<file path="src/rtl/riscv_tag_check_unit_if.sv">
`default_nettype none
// +----------------------------------------------------------------------------+
// | riscv_tag_check_unit_if                                                    |
// | WB-stage tag-check bus: operand tags/policy in, violation/exception out.   |
// | Rev 1.0                                                                    |
// +----------------------------------------------------------------------------+
interface riscv_tag_check_unit_if #(
    parameter int TAG_W = 1,
    parameter int N_SRC = 3,
    parameter int CNT_W = 16
);
    logic                     valid_i;
    logic [N_SRC-1:0]         check_en_i;
    logic [N_SRC*TAG_W-1:0]   tag_i;
    logic [TAG_W-1:0]         tag_mask_i;
    logic                     trap_en_i;
    logic [31:0]              pc_i;
    logic                     exc_ack_i;
    logic                     cnt_clr_i;
    logic                     viol_o;
    logic                     exc_valid_o;
    logic [N_SRC-1:0]         exc_src_o;
    logic [31:0]              exc_pc_o;
    logic                     exc_overrun_o;
    logic [CNT_W-1:0]         viol_cnt_o;

    modport master (
        output valid_i, check_en_i, tag_i, tag_mask_i, trap_en_i, pc_i,
               exc_ack_i, cnt_clr_i,
        input  viol_o, exc_valid_o, exc_src_o, exc_pc_o, exc_overrun_o,
               viol_cnt_o
    );

    modport slave (
        input  valid_i, check_en_i, tag_i, tag_mask_i, trap_en_i, pc_i,
               exc_ack_i, cnt_clr_i,
        output viol_o, exc_valid_o, exc_src_o, exc_pc_o, exc_overrun_o,
               viol_cnt_o
    );
endinterface
`default_nettype wire

</file>
<file path="src/rtl/riscv_tag_check_unit.sv">
`default_nettype none
// +----------------------------------------------------------------------------+
// | riscv_tag_check_unit                                                       |
// | DIFT tag check over N operands; traps (held exception) or logs violations. |
// | Rev 1.0                                                                    |
// +----------------------------------------------------------------------------+
module riscv_tag_check_unit #(
    parameter int TAG_W = 1,
    parameter int N_SRC = 3,
    parameter int CNT_W = 16
) (
    input  wire logic               clk,
    input  wire logic               rst,
    riscv_tag_check_unit_if.slave   bus
);
    localparam logic [0:0]       c_ST_IDLE = 1'b0;
    localparam logic [0:0]       c_ST_PEND = 1'b1;
    localparam logic [CNT_W-1:0] c_CNT_MAX = '1;

    logic [N_SRC-1:0] w_hit;
    logic             w_viol;
    logic             w_trap_viol;

    logic [0:0]       r_state;
    logic [N_SRC-1:0] r_src;
    logic [31:0]      r_pc;
    logic             r_overrun;
    logic [CNT_W-1:0] r_cnt;

    generate
        for (genvar k = 0; k < N_SRC; k++) begin : g_hit
            assign w_hit[k] = bus.check_en_i[k] &
                              (|(bus.tag_i[k*TAG_W +: TAG_W] & bus.tag_mask_i));
        end
    endgenerate

    assign w_viol      = bus.valid_i & (|w_hit);
    assign w_trap_viol = w_viol & bus.trap_en_i;

    always_ff @(posedge clk) begin
        if (rst) begin
            r_state   <= c_ST_IDLE;
            r_src     <= '0;
            r_pc      <= '0;
            r_overrun <= 1'b0;
        end else begin
            case (r_state)
                c_ST_IDLE: begin
                    if (w_trap_viol) begin
                        r_state   <= c_ST_PEND;
                        r_src     <= w_hit;
                        r_pc      <= bus.pc_i;
                        r_overrun <= 1'b0;
                    end
                end
                c_ST_PEND: begin
                    // A same-cycle new event replaces the one being acked
                    if (w_trap_viol && bus.exc_ack_i) begin
                        r_src     <= w_hit;
                        r_pc      <= bus.pc_i;
                        r_overrun <= 1'b0;
                    end else if (w_trap_viol) begin
                        r_overrun <= 1'b1;
                    end else if (bus.exc_ack_i) begin
                        r_state   <= c_ST_IDLE;
                        r_overrun <= 1'b0;
                    end
                end
                default: begin
                    r_state <= c_ST_IDLE;
                end
            endcase
        end
    end

    always_ff @(posedge clk) begin
        if (rst) begin
            r_cnt <= '0;
        end else if (bus.cnt_clr_i) begin
            r_cnt <= w_viol ? {{(CNT_W-1){1'b0}}, 1'b1} : '0;
        end else if (w_viol && (r_cnt != c_CNT_MAX)) begin
            r_cnt <= r_cnt + 1'b1;
        end
    end

    assign bus.viol_o        = w_viol;
    assign bus.exc_valid_o   = (r_state == c_ST_PEND);
    assign bus.exc_src_o     = r_src;
    assign bus.exc_pc_o      = r_pc;
    assign bus.exc_overrun_o = r_overrun;
    assign bus.viol_cnt_o    = r_cnt;
endmodule
`default_nettype wire

</file>
<file path="src/flat_wrapper.sv">
// flat-port wrapper written by rule: the top's interface ports become plain ports
module riscv_tag_check_unit_flat 
#(
    parameter int TAG_W = 1,
    parameter int N_SRC = 3,
    parameter int CNT_W = 16
)
  (clk, rst, bus_valid_i, bus_check_en_i, bus_tag_i, bus_tag_mask_i, bus_trap_en_i, bus_pc_i, bus_exc_ack_i, bus_cnt_clr_i, bus_viol_o, bus_exc_valid_o, bus_exc_src_o, bus_exc_pc_o, bus_exc_overrun_o, bus_viol_cnt_o);
  riscv_tag_check_unit_if #(.TAG_W(TAG_W), .N_SRC(N_SRC), .CNT_W(CNT_W)) bus_i ();
  input  wire logic clk;
  input  wire logic rst;
  input wire logic [$bits(bus_i.valid_i)-1:0] bus_valid_i;
  input wire logic [$bits(bus_i.check_en_i)-1:0] bus_check_en_i;
  input wire logic [$bits(bus_i.tag_i)-1:0] bus_tag_i;
  input wire logic [$bits(bus_i.tag_mask_i)-1:0] bus_tag_mask_i;
  input wire logic [$bits(bus_i.trap_en_i)-1:0] bus_trap_en_i;
  input wire logic [$bits(bus_i.pc_i)-1:0] bus_pc_i;
  input wire logic [$bits(bus_i.exc_ack_i)-1:0] bus_exc_ack_i;
  input wire logic [$bits(bus_i.cnt_clr_i)-1:0] bus_cnt_clr_i;
  output wire logic [$bits(bus_i.viol_o)-1:0] bus_viol_o;
  output wire logic [$bits(bus_i.exc_valid_o)-1:0] bus_exc_valid_o;
  output wire logic [$bits(bus_i.exc_src_o)-1:0] bus_exc_src_o;
  output wire logic [$bits(bus_i.exc_pc_o)-1:0] bus_exc_pc_o;
  output wire logic [$bits(bus_i.exc_overrun_o)-1:0] bus_exc_overrun_o;
  output wire logic [$bits(bus_i.viol_cnt_o)-1:0] bus_viol_cnt_o;
  assign bus_i.valid_i = bus_valid_i;
  assign bus_i.check_en_i = bus_check_en_i;
  assign bus_i.tag_i = bus_tag_i;
  assign bus_i.tag_mask_i = bus_tag_mask_i;
  assign bus_i.trap_en_i = bus_trap_en_i;
  assign bus_i.pc_i = bus_pc_i;
  assign bus_i.exc_ack_i = bus_exc_ack_i;
  assign bus_i.cnt_clr_i = bus_cnt_clr_i;
  assign bus_viol_o = bus_i.viol_o;
  assign bus_exc_valid_o = bus_i.exc_valid_o;
  assign bus_exc_src_o = bus_i.exc_src_o;
  assign bus_exc_pc_o = bus_i.exc_pc_o;
  assign bus_exc_overrun_o = bus_i.exc_overrun_o;
  assign bus_viol_cnt_o = bus_i.viol_cnt_o;
  riscv_tag_check_unit #(.TAG_W(TAG_W), .N_SRC(N_SRC), .CNT_W(CNT_W)) u_core (.clk(clk), .rst(rst), .bus(bus_i));
endmodule
</file>
<file path="config.mk">
export PLATFORM = sky130hd
export DESIGN_NAME = riscv_tag_check_unit_flat
export DESIGN_NICKNAME = d
export VERILOG_FILES = /design/src/rtl/riscv_tag_check_unit_if.sv /design/src/rtl/riscv_tag_check_unit.sv /design/src/flat_wrapper.sv
export SDC_FILE = /design/constraint.sdc
export NUM_CORES = 1
export LEC_CHECK = 0
export CORE_AREA = 10 10 91 93
export CTS_CLUSTER_SIZE = 8
export DETAILED_ROUTE_END_ITERATION = 16
export DIE_AREA = 0 0 101 103
export PLACE_DENSITY = 0.71
export SETUP_SLACK_MARGIN = 0.1
export SYNTH_ARGS = -nofsm -noshare
export SYNTH_HDL_FRONTEND = slang
export SYNTH_SLANG_ARGS = --single-unit
</file>
<file path="constraint.sdc">
create_clock -name clk -period 2.6 [get_ports clk]
set_input_delay 0.52 -clock clk [delete_from_list [all_inputs] [get_ports clk]]
set_output_delay 0.52 -clock clk [all_outputs]
set_load 0.01 [all_outputs]
</file>
# Word-level counts from Yosys, hierarchy flattened
# Cells that the tools add are included.
# word_totals
ff_bits	53
input_bits	45
output_inout_bits	54
word_cells	44
# classes
add_sub_neg	1
eq_ne	4
mux	19
bitwise_logic	9
reduce_logical	6
# ops
cell	n
2-to-1 mux 32 bit	2
one-hot mux 32 bit (2 select lines)	1
2-to-1 mux 16 bit	2
adder 16 x 1 -> 16 bit, second input constant	1
!= test 16 bit, second input constant	1
2-to-1 mux 1 bit	9
AND 1 bit	8
2-to-1 mux 3 bit	2
one-hot mux 3 bit (2 select lines)	1
!= test 4 x 3 -> 1 bit, second input constant	1
one-hot mux 1 bit (2 select lines)	2
AND reduction 2 bit	2
OR reduction 3 bit	1
logical AND 1 bit	2
!= test 2 x 1 -> 1 bit, second input constant	1
!= test 2 bit, second input constant	1
nonzero test 2 bit	1
NOT 1 bit	1

# Longest topological paths before layout
# logic_depth
word_depth	8
ltp_mapped	6
mapped_depth_nobuf	5

# Least setup slack after synthesis
# No wires, ideal clock.
# synth_timing
kind	in2out
from	input bus_check_en_i[1]
to	output bus_viol_o
t_arrival_ps	1497
required_ps	2080
path_slack_ps	583
stages	4
path_buffers	1
cell_sequence	a222oi_1 > or2_0 > buf_2 > inv_1
# synth_between
elab_chain_len	3
# synth_lines
element	line_no	text
from (decl)	flat_wrapper.sv:13	input wire logic [$bits(bus_i.check_en_i)-1:0] bus_check_en_i;
AND 1 bit	riscv_tag_check_unit.sv:32	assign w_hit[k] = bus.check_en_i[k] &
OR reduction 3 bit	riscv_tag_check_unit.sv:37	assign w_viol = bus.valid_i & (|w_hit);
AND 1 bit	riscv_tag_check_unit.sv:37	
to (decl)	flat_wrapper.sv:20	output wire logic [$bits(bus_i.viol_o)-1:0] bus_viol_o;
# No other way between the ends.

# Final worst setup path
# Same ends and word-level chain as after synthesis.

==> impl_results.md <==
- Leak pwr: between 1 and 1.5 nW
- Pwr dens: around 500 nW/um^2
- Endpoints failing hold: 0
- Critical path's top delay family: buffers and inverters
- Layout cells sized above 1: 7.36%
- Synthesis-to-finish area growth: 55.3%
- Per-cell routed wire length: between 10 and 15 um
- Die width: slightly above 100 um
- Pin count of the biggest net entering global routing: 39
- Die area: about 10,000 sq um
- Most frequent cells in the layout: clkdlybuf4s50_1, nand2_1, dfxtp_1
- Peak VDD IR: roughly 0.00027 V
- First drt pass iteration count: 4
- Drt drc: 0
- Synth Instances: approximately 270
- Starting DRC count in detailed routing: 64
- Routed wire length: around 6600 um
- Site row count: 30
- Post-layout nets: about 410
- Synthesized area per cell: 8.20 sq um
- Congestion Overflow GR: 0
- First-pass GRT wire length: 10,500 um
- Total Routing Usage GR: ~12%
- Total negative slack: 0 ps
- Sequential Area: roughly 1100 sq um
- Top achievable clock speed: about 0.43 GHz
- CP max FO: 2
- Crit start category: input pin
- Slew HR: between 60% and 70%
- Post-route ant nets: 0
- Crit. End Element: output pin
- Clk_skew: ~8.0 ps
- Post-synthesis register bit count: 53
- Area occupied by multi-input gates: ~1000 sq um
- Worst Max-Slew Pin Slew: 485 ps
- Post-layout util: 52.0%
- Vias per inst: roughly 5
- Hold_buf cts: 0
- Via count: about 2,300
- Synthesized Nets: 314
- Clock Path Buffers: 2
- Register area share after synthesis: between 40 and 50%
- Status: complete, no violations
- Final non-filler cell area: about 3400 sq um
- Synthesized cell area: around 2200 sq um
- Total CTS buffers: 5
- Max incr delay on CP: approximately 510 ps
- Post-synth ARST share: 0%
- Detailed placement HPWL: just under 5000 um
- RSZ-0062 raised after global routing: no
- Clock Latency Late Sink: roughly 300 ps
- IO buf count: 98
- Post-synth EDFFs: 0
- Root buf cell: clkbuf_8
- CTS sink count: 53
- Required @ worst endpoint: 2080 ps
- Syn. warnings: 0
- Initial antenna violation count: 0
- Vias in the first global route: 2,189
- Buffers and inverters on the worst path: 3
- Post-Place Cell Area: ~3300 sq um
- Netlist cell types: a little over 40
- Critical-path cell list: clkdlybuf4s50_1 -> a222oi_1 -> or2_1 -> inv_1 -> clkbuf_2
- Die height: slightly above 100 um
- Top Ports: 99
- Commonest non-fill, non-tap cell in the layout: clkdlybuf4s50_1
- Initial cell density of the core: 33.5%
- Area of the core: about 6600 sq um
- Min Tclk post-route: around 2300 ps
- Max Slew Vio Count: 0
- CP Class: in2out
- CTS tree: done
- Number of setup violations in the final report: 0
- Post-CTS Setup Bufs: 0
- Ant diodes: 0
- Total power: 1.67 mW
- Fillers: roughly 620
- Post-synth top flop: dfxtp_1
- H-tree depth: 2
- CTS clk-pin slew, worst paths: roughly 90 ps
- Max stage delay cell, worst path: a222oi_1
- GP Congestion: just under 0.8
- Period utilization: 90.1%
- Critical Path AT: approximately 1800 ps
- Maxcap violations: 0
- Hold WC Path Type: reg2reg
-- worst min-delay path, cell delays in order (launching register included) --
cell     delay [ps]
dfxtp_1         320
nand2_1          50
a21oi_1          50
-- through the flow --
step,instances,worst slack [ps],hold WS (ps)
after floorplan,268,583,476
after global placement,439,-103,438
after detailed placement,439,-109,448
after CTS,447,106,463
after global routing,447,190,482
final,447,257,458
-- metal layers --
metal / track usage (%) / wire length, um / vias to the layer above
met3: 6.77 / 675 / 7
met2: 20.2 / 3170 / 57
li1: - / - / 1142
met1: 13.1 / 2710 / 1056
met4: 2.57 / 70 / 0
met5: 0 / 0 / -
-- final timing paths --
| check | startpoint | endpoint | slack [ps] | cells after the start |
|---|---|---|---|---|
| setup / recovery | bus_check_en_i[1] | bus_viol_o | 260 | 5 |
| hold reg to reg | u_core.bus.exc_pc_o[11] | u_core.bus.exc_pc_o[11] | 460 | 2 |
| hold / removal | u_core.bus.exc_pc_o[11] | u_core.bus.exc_pc_o[11] | 460 | 2 |
| setup reg to reg | u_core.bus.viol_cnt_o[0] | u_core.bus.viol_cnt_o[0] | 560 | 5 |
-- synthesized netlist by cell type, types with 2 or more instances --
master	count	area (sq um)
a211oi_1	2	15.0
a21oi_1	45	225
a31oi_1	3	18.8
and2_1	2	12.5
and3_1	2	12.5
and4_1	2	17.5
buf_2	4	20.0
buf_4	2	15.0
buf_6	2	22.5
clkbuf_1	9	33.8
dfxtp_1	53	1060
inv_1	4	15.0
nand2_1	72	270
nand3_1	5	25.0
nand4_1	7	43.8
nor2_1	5	18.8
nor3_1	4	20.0
nor4_1	2	12.5
o21ai_0	4	20.0
o31a_1	2	17.5
o31ai_1	8	60.1
or4_1	9	67.6
or4_2	2	17.5
-- logic make-up (layout without fill, tap and decap cells) --
group	after synthesis	in the layout	share of synthesized area, %
fa+ha+maj	1	1	0.569
simple gates	121	121	26.8
mux	1	1	0.455
flops	53	53	48.3
buf+inv	21	120	4.84
compound gates	71	71	19.1
-- what timing repair did --
item                                    CTS  global route
hold endpoints to repair                  0             0
endpoints found under the setup margin    1             1
gates resized for setup                   2             2
pin swaps                                 2             2
-- sequential cells by signal, indices dropped and copies added (netlist names) --
signal	flops
u_core.bus.exc_overrun_o	1
u_core.bus.exc_src_o	3
u_core.bus.viol_cnt_o	16
u_core.bus.exc_pc_o	32
u_core.bus.exc_valid_o	1
-- final cells by class --
| cell class | instances | share of cell area (%) |
|---|---|---|
| Timing Repair Buffer | 108 | 31.2 |
| Sequential cell | 53 | 31.1 |
| Multi-Input combinational cell | 194 | 30.5 |
| Tap cell | 80 | 2.93 |
| Clock buffer | 5 | 2.02 |
| Clock inverter | 3 | 1.91 |
| Inverter | 4 | 0.440 |
-- where the power goes --
part / switching (mW) / leakage [nW] / internal [mW] / total (mW)
clock: 0.273 / 0.0681 / 0.383 / 0.655
combinational: 0.0734 / 0.650 / 0.106 / 0.180
sequential: 0.00783 / 0.428 / 0.826 / 0.834
No activity file was read; power rests on OpenSTA's default activity.
